File: config.mk
export PLATFORM = sky130hd
export DESIGN_NAME = gray_arbiter
export DESIGN_NICKNAME = d
export VERILOG_FILES = /design/src/rtl/gray_arbiter.sv
export SDC_FILE = /design/constraint.sdc
export NUM_CORES = 1
export LEC_CHECK = 0
export BUFFER_PORTS_ARGS = -buffer_cell sky130_fd_sc_hd__buf_2
export CORE_MARGIN = 2
export CORE_UTILIZATION = 44
export DETAILED_ROUTE_END_ITERATION = 16
export PLACE_DENSITY = 0.72
export SETUP_SLACK_MARGIN = 0.15
export SLEW_MARGIN = 10
export SYNTH_ARGS = -nofsm -noshare
export SYNTH_HDL_FRONTEND = slang
export SYNTH_SLANG_ARGS = --single-unit
export TNS_END_PERCENT = 5
File: constraint.sdc
create_clock -name Clk -period 1.7 [get_ports Clk]
set_clock_uncertainty 0.05 [all_clocks]
set_input_delay 0.34 -clock Clk [delete_from_list [all_inputs] [get_ports Clk]]
set_output_delay 0.34 -clock Clk [all_outputs]
set_load 0.02 [all_outputs]
File: src/rtl/gray_arbiter.sv
`default_nettype none
// ============================================================================
// Module      : gray_arbiter
// Description : Two-requester round-robin arbiter and sequencer for a shared
//               3-bit Gray-code counter. The owner's counter is cleared, then
//               stepped the requested number of times, and the final Gray
//               value and wrap flag are returned with a one-cycle Done pulse.
// Revision    : 1.0 - initial release
// ============================================================================
module gray_arbiter #(
    parameter int STEP_W = 4
) (
    input  logic              Clk,
    input  logic              Reset,
    input  logic              ReqA,
    input  logic              ReqB,
    input  logic [STEP_W-1:0] StepsA,
    input  logic [STEP_W-1:0] StepsB,
    output logic              GntA,
    output logic              GntB,
    output logic              DoneA,
    output logic              DoneB,
    output logic [2:0]        Result,
    output logic              Wrapped,
    output logic              Busy,
    output logic              CntEn,
    output logic              CntReset,
    input  logic [2:0]        CntOutput,
    input  logic              CntOverflow
);

    // Sequencer states
    localparam logic [1:0] c_ST_IDLE  = 2'd0;
    localparam logic [1:0] c_ST_CLEAR = 2'd1;
    localparam logic [1:0] c_ST_RUN   = 2'd2;
    localparam logic [1:0] c_ST_DONE  = 2'd3;

    // Requester identifiers used for the round-robin history bit
    localparam logic c_SEL_A = 1'b0;
    localparam logic c_SEL_B = 1'b1;

    localparam logic [STEP_W-1:0] c_REM_ZERO = '0;
    localparam logic [STEP_W-1:0] c_REM_ONE  = {{(STEP_W-1){1'b0}}, 1'b1};

    logic [1:0]        r_state_q,   w_state_d;
    logic [STEP_W-1:0] r_rem_q,     w_rem_d;
    logic              r_last_q,    w_last_d;
    logic              r_gnt_a_q,   w_gnt_a_d;
    logic              r_gnt_b_q,   w_gnt_b_d;
    logic              r_done_a_q,  w_done_a_d;
    logic              r_done_b_q,  w_done_b_d;
    logic [2:0]        r_result_q,  w_result_d;
    logic              r_wrapped_q, w_wrapped_d;

    // B wins when it is alone, or on a tie when A was the last owner
    logic w_pick_b;
    assign w_pick_b = ReqB & (~ReqA | (r_last_q == c_SEL_A));

    // Next-state and next-output computation for the grant sequencer
    always_comb begin
        w_state_d   = r_state_q;
        w_rem_d     = r_rem_q;
        w_last_d    = r_last_q;
        w_gnt_a_d   = r_gnt_a_q;
        w_gnt_b_d   = r_gnt_b_q;
        w_done_a_d  = 1'b0;
        w_done_b_d  = 1'b0;
        w_result_d  = r_result_q;
        w_wrapped_d = r_wrapped_q;

        case (r_state_q)
            c_ST_IDLE: begin
                if (ReqA | ReqB) begin
                    w_state_d = c_ST_CLEAR;
                    w_last_d  = w_pick_b ? c_SEL_B : c_SEL_A;
                    w_rem_d   = w_pick_b ? StepsB : StepsA;
                    w_gnt_a_d = ~w_pick_b;
                    w_gnt_b_d = w_pick_b;
                end
            end
            c_ST_CLEAR: begin
                // A zero-step request skips RUN entirely
                w_state_d = (r_rem_q != c_REM_ZERO) ? c_ST_RUN : c_ST_DONE;
            end
            c_ST_RUN: begin
                w_rem_d = r_rem_q - c_REM_ONE;
                if (r_rem_q == c_REM_ONE) begin
                    w_state_d = c_ST_DONE;
                end
            end
            c_ST_DONE: begin
                // Counter has absorbed the last enable edge; capture it now
                w_result_d  = CntOutput;
                w_wrapped_d = CntOverflow;
                w_done_a_d  = r_gnt_a_q;
                w_done_b_d  = r_gnt_b_q;
                w_gnt_a_d   = 1'b0;
                w_gnt_b_d   = 1'b0;
                w_state_d   = c_ST_IDLE;
            end
            default: begin
                w_state_d = c_ST_IDLE;
            end
        endcase
    end

    // State and registered-output update; reset cancels any in-flight Done
    always_ff @(posedge Clk) begin
        if (Reset) begin
            r_state_q   <= c_ST_IDLE;
            r_rem_q     <= c_REM_ZERO;
            r_last_q    <= c_SEL_B;
            r_gnt_a_q   <= 1'b0;
            r_gnt_b_q   <= 1'b0;
            r_done_a_q  <= 1'b0;
            r_done_b_q  <= 1'b0;
            r_result_q  <= 3'b000;
            r_wrapped_q <= 1'b0;
        end else begin
            r_state_q   <= w_state_d;
            r_rem_q     <= w_rem_d;
            r_last_q    <= w_last_d;
            r_gnt_a_q   <= w_gnt_a_d;
            r_gnt_b_q   <= w_gnt_b_d;
            r_done_a_q  <= w_done_a_d;
            r_done_b_q  <= w_done_b_d;
            r_result_q  <= w_result_d;
            r_wrapped_q <= w_wrapped_d;
        end
    end

    assign GntA    = r_gnt_a_q;
    assign GntB    = r_gnt_b_q;
    assign DoneA   = r_done_a_q;
    assign DoneB   = r_done_b_q;
    assign Result  = r_result_q;
    assign Wrapped = r_wrapped_q;
    assign Busy    = r_gnt_a_q | r_gnt_b_q;

    // Counter controls are combinational so system reset also clears the counter
    assign CntReset = Reset | (r_state_q == c_ST_CLEAR);
    assign CntEn    = (r_state_q == c_ST_RUN) & ~Reset;

endmodule
`default_nettype wire

==> impl_metrics.json, run 1 <==
{
  "status": "complete, no violations",
  "irDropWorstVdd_v": 0.000705,
  "max_slew.worst_pin.slew_ps": 377,
  "worst_setup_path_end_kind": "primary output",
  "finalCriticalPeriod_ps": 1600,
  "setup_violations": 0,
  "root_buffer": "clkbuf_4",
  "synth_top_family_by_area": "simple AND/OR/NAND/NOR gates",
  "syn_to_final_growth_pct": 44.1,
  "grt.total_usage_pct": 18.6,
  "avgSynthCellArea_um2": 9.85,
  "worstSetupPathType": "reg -> out",
  "synth-xor-area-share_pct": 0,
  "viasPerCell": 5.03,
  "synth.mux.area_fraction_pct": 11.1,
  "layout.cells.most_common": "buf_2",
  "synthSimpleGateAreaFrac_pct": 23.0,
  "yosysTopAreaCell": "dfxtp_1",
  "drt_iter0_drc": 11,
  "slew_viol_final": 0,
  "routed_wl_um": 1970,
  "min_from": "CntOutput[0]",
  "path_max_fanout": 3,
  "final_nets": 152,
  "synth_compound_area_share_pct": 17.8,
  "fillCellCount": 146,
  "cts_tree": "done",
  "ctsHoldBuffers": 0,
  "critPathLaunchType": "register",
  "fp.coreArea_um2": 1920,
  "clock_latency_ps": 280,
  "ff2ff_path_depth": 8,
  "drive_above_1_share_pct": 50.0,
  "diodes": 0,
  "grt_setup_unrepaired": "true",
  "grt_max_degree": 12,
  "fin_setup_tns_ps": 0,
  "grt_pass1_wl_um": 3520,
  "ys_seq_area_share_pct": 34.2,
  "min_to": "Result[0]",
  "yosys.area_share.adder_pct": 9.99,
  "drv_cap": 0,
  "mappedNetlistArea_um2": 877,
  "hp-class": "in -> reg",
  "p_total_mw": 1.81,
  "finalHoldViolCount": 0,
  "synth_cells": 89,
  "finalCritPeriodShare_pct": 93.9,
  "start_util_pct": 45.6,
  "cts_buffers": 3,
  "grt.overflow.total": 0,
  "die_w_um": 48.6,
  "yosys-top-cells-area": "dfxtp_1, ha_1, mux2i_1, nor2_1, mux2_1",
  "yosysUniqueCellTypes": 38,
  "num_io_pins": 27,
  "dr_total_vias": 780,
  "dp_hpwl_um": 1350,
  "grt_pass1_vias": 813,
  "gp_congestion": 0.796,
  "synth-seq-cells": 15,
  "wl_per_cell_um": 12.7,
  "layout_common_cells": "buf_2, dfxtp_1, nor2_1",
  "port_buffers": 26,
  "arrival_ps": 1210,
  "ant_nets": 0,
  "clk_path_buf_depth": 2,
  "synth_nets": 112,
  "p_leak_nw": 0.566,
  "dieArea_um2": 2370,
  "fmax_mhz": 626,
  "cts_num_sinks": 15,
  "relSlewSlack_pct": 74.7,
  "yosysWarnings": 0,
  "r2r-end": "r_rem_q[3]",
  "yosys.area.top_type_share_pct": 34.2,
  "firstDrtPassIters": 4,
  "antenna_found_initial": 0,
  "rows": 16,
  "cp.required_ps": 1310,
  "drcViolationCount": 0,
  "hold_path_depth": 3,
  "r2r_start": "r_state_q[1]",
  "path_clk_slew_ps": 90,
  "powerDensity_nw_per_um2": 1430,
  "htree_num_levels": 1,
  "fp.dieH_um": 48.6,
  "reg2reg_slack_ps": 110
}
## worst max-delay path, cell delays in order, from the launching register on
cell,delay (ps)
dfxtp_4,380
inv_4,50
ha_4,150
or2_4,220
buf_6,130
## per-stage QoR
stage | hold WS [ps] | cell area [um^2] | cells | util [%] | worst slack [ps]
6_report | 252 | 1260 | 155 | 65.8 | 104
5_1_grt | 238 | 1260 | 155 | 65.8 | 25.0
4_1_cts | 245 | 1190 | 154 | 62.1 | 97.5
3_5_place_dp | 429 | 1080 | 145 | 56.4 | 82.7
3_3_place_gp | 420 | 1080 | 145 | 56.4 | 137
2_1_floorplan | 355 | 887 | 89 | - | 95.5
## timing repair
item / in CTS / in global routing
setup endpoints to repair: 7 / 11
pin swaps: 2 / 3
gates resized for setup: 12 / 13
buffers inserted: 5 / 1
## logic make-up after synthesis
family                     count (synthesis)
DFF                                       15
adders and majority gates                  7
and+or+nand+nor                           31
AOI/OAI and AO/OA                         19
buffers and inverters                      8
muxes                                      9
## cell type report
| class | count | area [um^2] | share of cell area (%) |
|---|---|---|---|
| sequential | 15 | 308 | 24.4 |
| tap | 27 | 33.8 | 2.67 |
| clock buffer | 3 | 22.5 | 1.78 |
| clock inverter | 1 | 5.00 | 0.396 |
| inverter | 4 | 20.0 | 1.58 |
| timing repair buffer | 39 | 255 | 20.2 |
| multi-input combinational | 66 | 619 | 49.0 |
## power breakdown
group,switching [mW],leakage [nW],internal [mW]
Combinational,0.507,0.424,0.539
Sequential,0.105,0.124,0.454
Clock,0.119,0.0177,0.0872
Total,0.732,0.566,1.08
## flip-flops by register name, indices dropped and copies added (netlist names)
name and count:
GntB 1, DoneA 1, r_rem_q 4, r_last_q 1
Wrapped 1, r_state_q 2, DoneB 1, GntA 1
Result 3
## Yosys cell counts, drive strengths merged
| cell type | count |
|---|---|
| nor3b | 3 |
| nor2 | 10 |
| or2 | 3 |
| o21ai | 3 |
| dfxtp | 15 |
| o21bai | 1 |
| o22ai | 1 |
| and3b | 2 |
| mux2i | 6 |
| mux2 | 3 |
| a211oi | 2 |
| nand2b | 1 |
| clkbuf | 3 |
| a21oi | 4 |
| inv | 4 |
| a22oi | 1 |
| or3b | 1 |
| a21boi | 1 |
| ha | 7 |
| buf | 1 |
| a31oi | 2 |
| nand3b | 2 |
| nor3 | 1 |
| a211o | 1 |
| a221oi | 2 |
| nand2 | 2 |
| nand4b | 1 |
| a2bb2oi | 1 |
| or3 | 1 |
| nor4b | 2 |
| nor2b | 2 |
## per-layer routing
layer	GRT usage (%)	share of wire [%]
met3	4.01	2.8
met2	30.8	51
met5	0	0
met4	5.71	0
met1	24.2	46
## how the worst max path moves through the flow
stage                 start         end  slack (ps)  cells past startpoint
4_1_cts        r_state_q[1]  r_rem_q[1]         100                      7
6_report       r_state_q[1]    CntReset         100                      4
2_1_floorplan  r_state_q[0]  r_rem_q[0]         100                      7
3_3_place_gp           ReqB  r_rem_q[2]         140                      5
3_5_place_dp           ReqB  r_rem_q[2]          80                      5
5_1_grt        r_state_q[1]  r_rem_q[3]          30                      8
No activity file was read; power rests on OpenSTA's default activity.
==> run 2, diff against run 1 <==
Settings changed: CORE_UTILIZATION 44 to 35, PLACE_DENSITY 0.72 to 0.57.
Clock period 1.7 ns to 2 ns, I/O delays scaled along.
==> run 2 against run 1 <==
Compared with the run above: cell area down 15%; sequential power down 17%; clock-buffer cell count unchanged; sequential share of layout area up 3.7 points; non-clock buffer count down 12; total power down 30%; largest cell class unchanged.
==> impl_metrics.json, run 2 (synthesis results as in run 1) <==
{
  "p_total_mw": 1.27,
  "cts_tree": "done",
  "worst_setup_path_end_kind": "primary output",
  "largest_reg_flops": 4,
  "ctsHoldBuffers": 0,
  "relSlewSlack_pct": 72.2,
  "fmax_mhz": 536,
  "layout.cells.most_common": "buf_2",
  "cp.required_ps": 1550,
  "routed_wl_um": 1670,
  "layout_common_cells": "buf_2, dfxtp_1, nor2_1",
  "setup_violations": 0,
  "fin_setup_tns_ps": 0,
  "drcViolationCount": 0,
  "status": "complete, no violations",
  "firstDrtPassIters": 4,
  "whs_ps": 303,
  "clock_latency_ps": 280,
  "irDropWorstVdd_v": 0.000495,
  "die_w_um": 54.1,
  "grt_pass1_wl_um": 2700,
  "grt.total_usage_pct": 12.4,
  "grt_setup_unrepaired": "true",
  "min_from": "CntOutput[1]",
  "cts-resized-gates": 1,
  "wl_per_cell_um": 11.4,
  "clk_path_buf_depth": 2,
  "viasPerCell": 4.89,
  "pre_cts_slack_ps": 298,
  "drv_cap": 0,
  "drt_iter0_drc": 4,
  "finalCritPeriodShare_pct": 93.3,
  "critPathLaunchType": "register",
  "p_leak_nw": 0.483,
  "root_buffer": "clkbuf_4",
  "dr_total_vias": 714,
  "path_max_fanout": 5,
  "worst_slack_ps": 134,
  "cts_setup_buffers": 0,
  "final_nets": 140,
  "syn_to_final_growth_pct": 22.5,
  "path_clk_slew_ps": 90,
  "worstSetupPathType": "reg -> out",
  "finalHoldViolCount": 0,
  "grt_pass1_vias": 656,
  "fin_area_um2": 1070,
  "fin_util_pct": 44.2,
  "htree_num_levels": 1,
  "grt_max_degree": 19,
  "cts_buffers": 3,
  "diodes": 0,
  "top_register": "r_rem_q",
  "fp.dieH_um": 54.1,
  "start_util_pct": 36.1,
  "rows": 18,
  "cts_num_sinks": 15,
  "max_slew.worst_pin.slew_ps": 416,
  "gp_congestion": 0.711,
  "r2r_start": "r_state_q[0]",
  "powerDensity_nw_per_um2": 1180,
  "placed_area_um2": 1030,
  "dieArea_um2": 2920,
  "grt.overflow.total": 0,
  "crit_path_start": "r_state_q[1]",
  "finalCriticalPeriod_ps": 1870,
  "arrival_ps": 1420,
  "final_cells": 146,
  "drive_above_1_share_pct": 38.8,
  "port_buffers": 26,
  "fp.coreArea_um2": 2430,
  "antenna_found_initial": 0,
  "slew_viol_final": 0,
  "ant_nets": 0,
  "hp-class": "in -> reg",
  "place_inst": 142,
  "num_io_pins": 27
}
==> run 2: cell types whose count changed in the layout (fill, tap and decap cells not counted), sizes merged <==
cell,before,now
buf,39,27
==> run 2: path summary, 6_finish.rpt <==
| check | endpoint | slack (ps) | cells after the start |
|---|---|---|---|
| worst max register to register | r_rem_q[0] | 360 | 6 |
| worst min register to register | Result[1] | 440 | 2 |
| worst min-delay path | Result[1] | 300 | 3 |
| worst max-delay path | CntReset | 130 | 4 |
==> run 2: cell type report <==
cell class,count,area (um^2)
fill,246,1360
multi-input combinational,66,556
sequential,15,302
timing repair buffer,27,138
tap,30,37.5
clock buffer,3,22.5
inverter,4,15.0
clock inverter,1,5.00
==> run 2: worst max-delay path, stage by stage, from the launching register on <==
cell and delay, ps:
dfxtp_2 400, inv_1 90, ha_1 200, or2_2 290, buf_2 160
==> run 2: report_power, final <==
part | switching (mW) | internal (mW) | total, mW | leakage [nW]
Clock | 0.102 | 0.0741 | 0.176 | 0.0177
Sequential | 0.0833 | 0.379 | 0.462 | 0.123
Combinational | 0.331 | 0.304 | 0.635 | 0.342
Total | 0.517 | 0.757 | 1.27 | 0.483
==> run 2: metal layers <==
layer / share of wire, % / track usage, % / vias up
li1: - / - / 373
met1: 48 / 15.1 / 325
met2: 46 / 21.7 / 14
met3: 4.3 / 1.94 / 2
met4: 1.1 / 5.00 / 0
met5: 0 / 0 / -
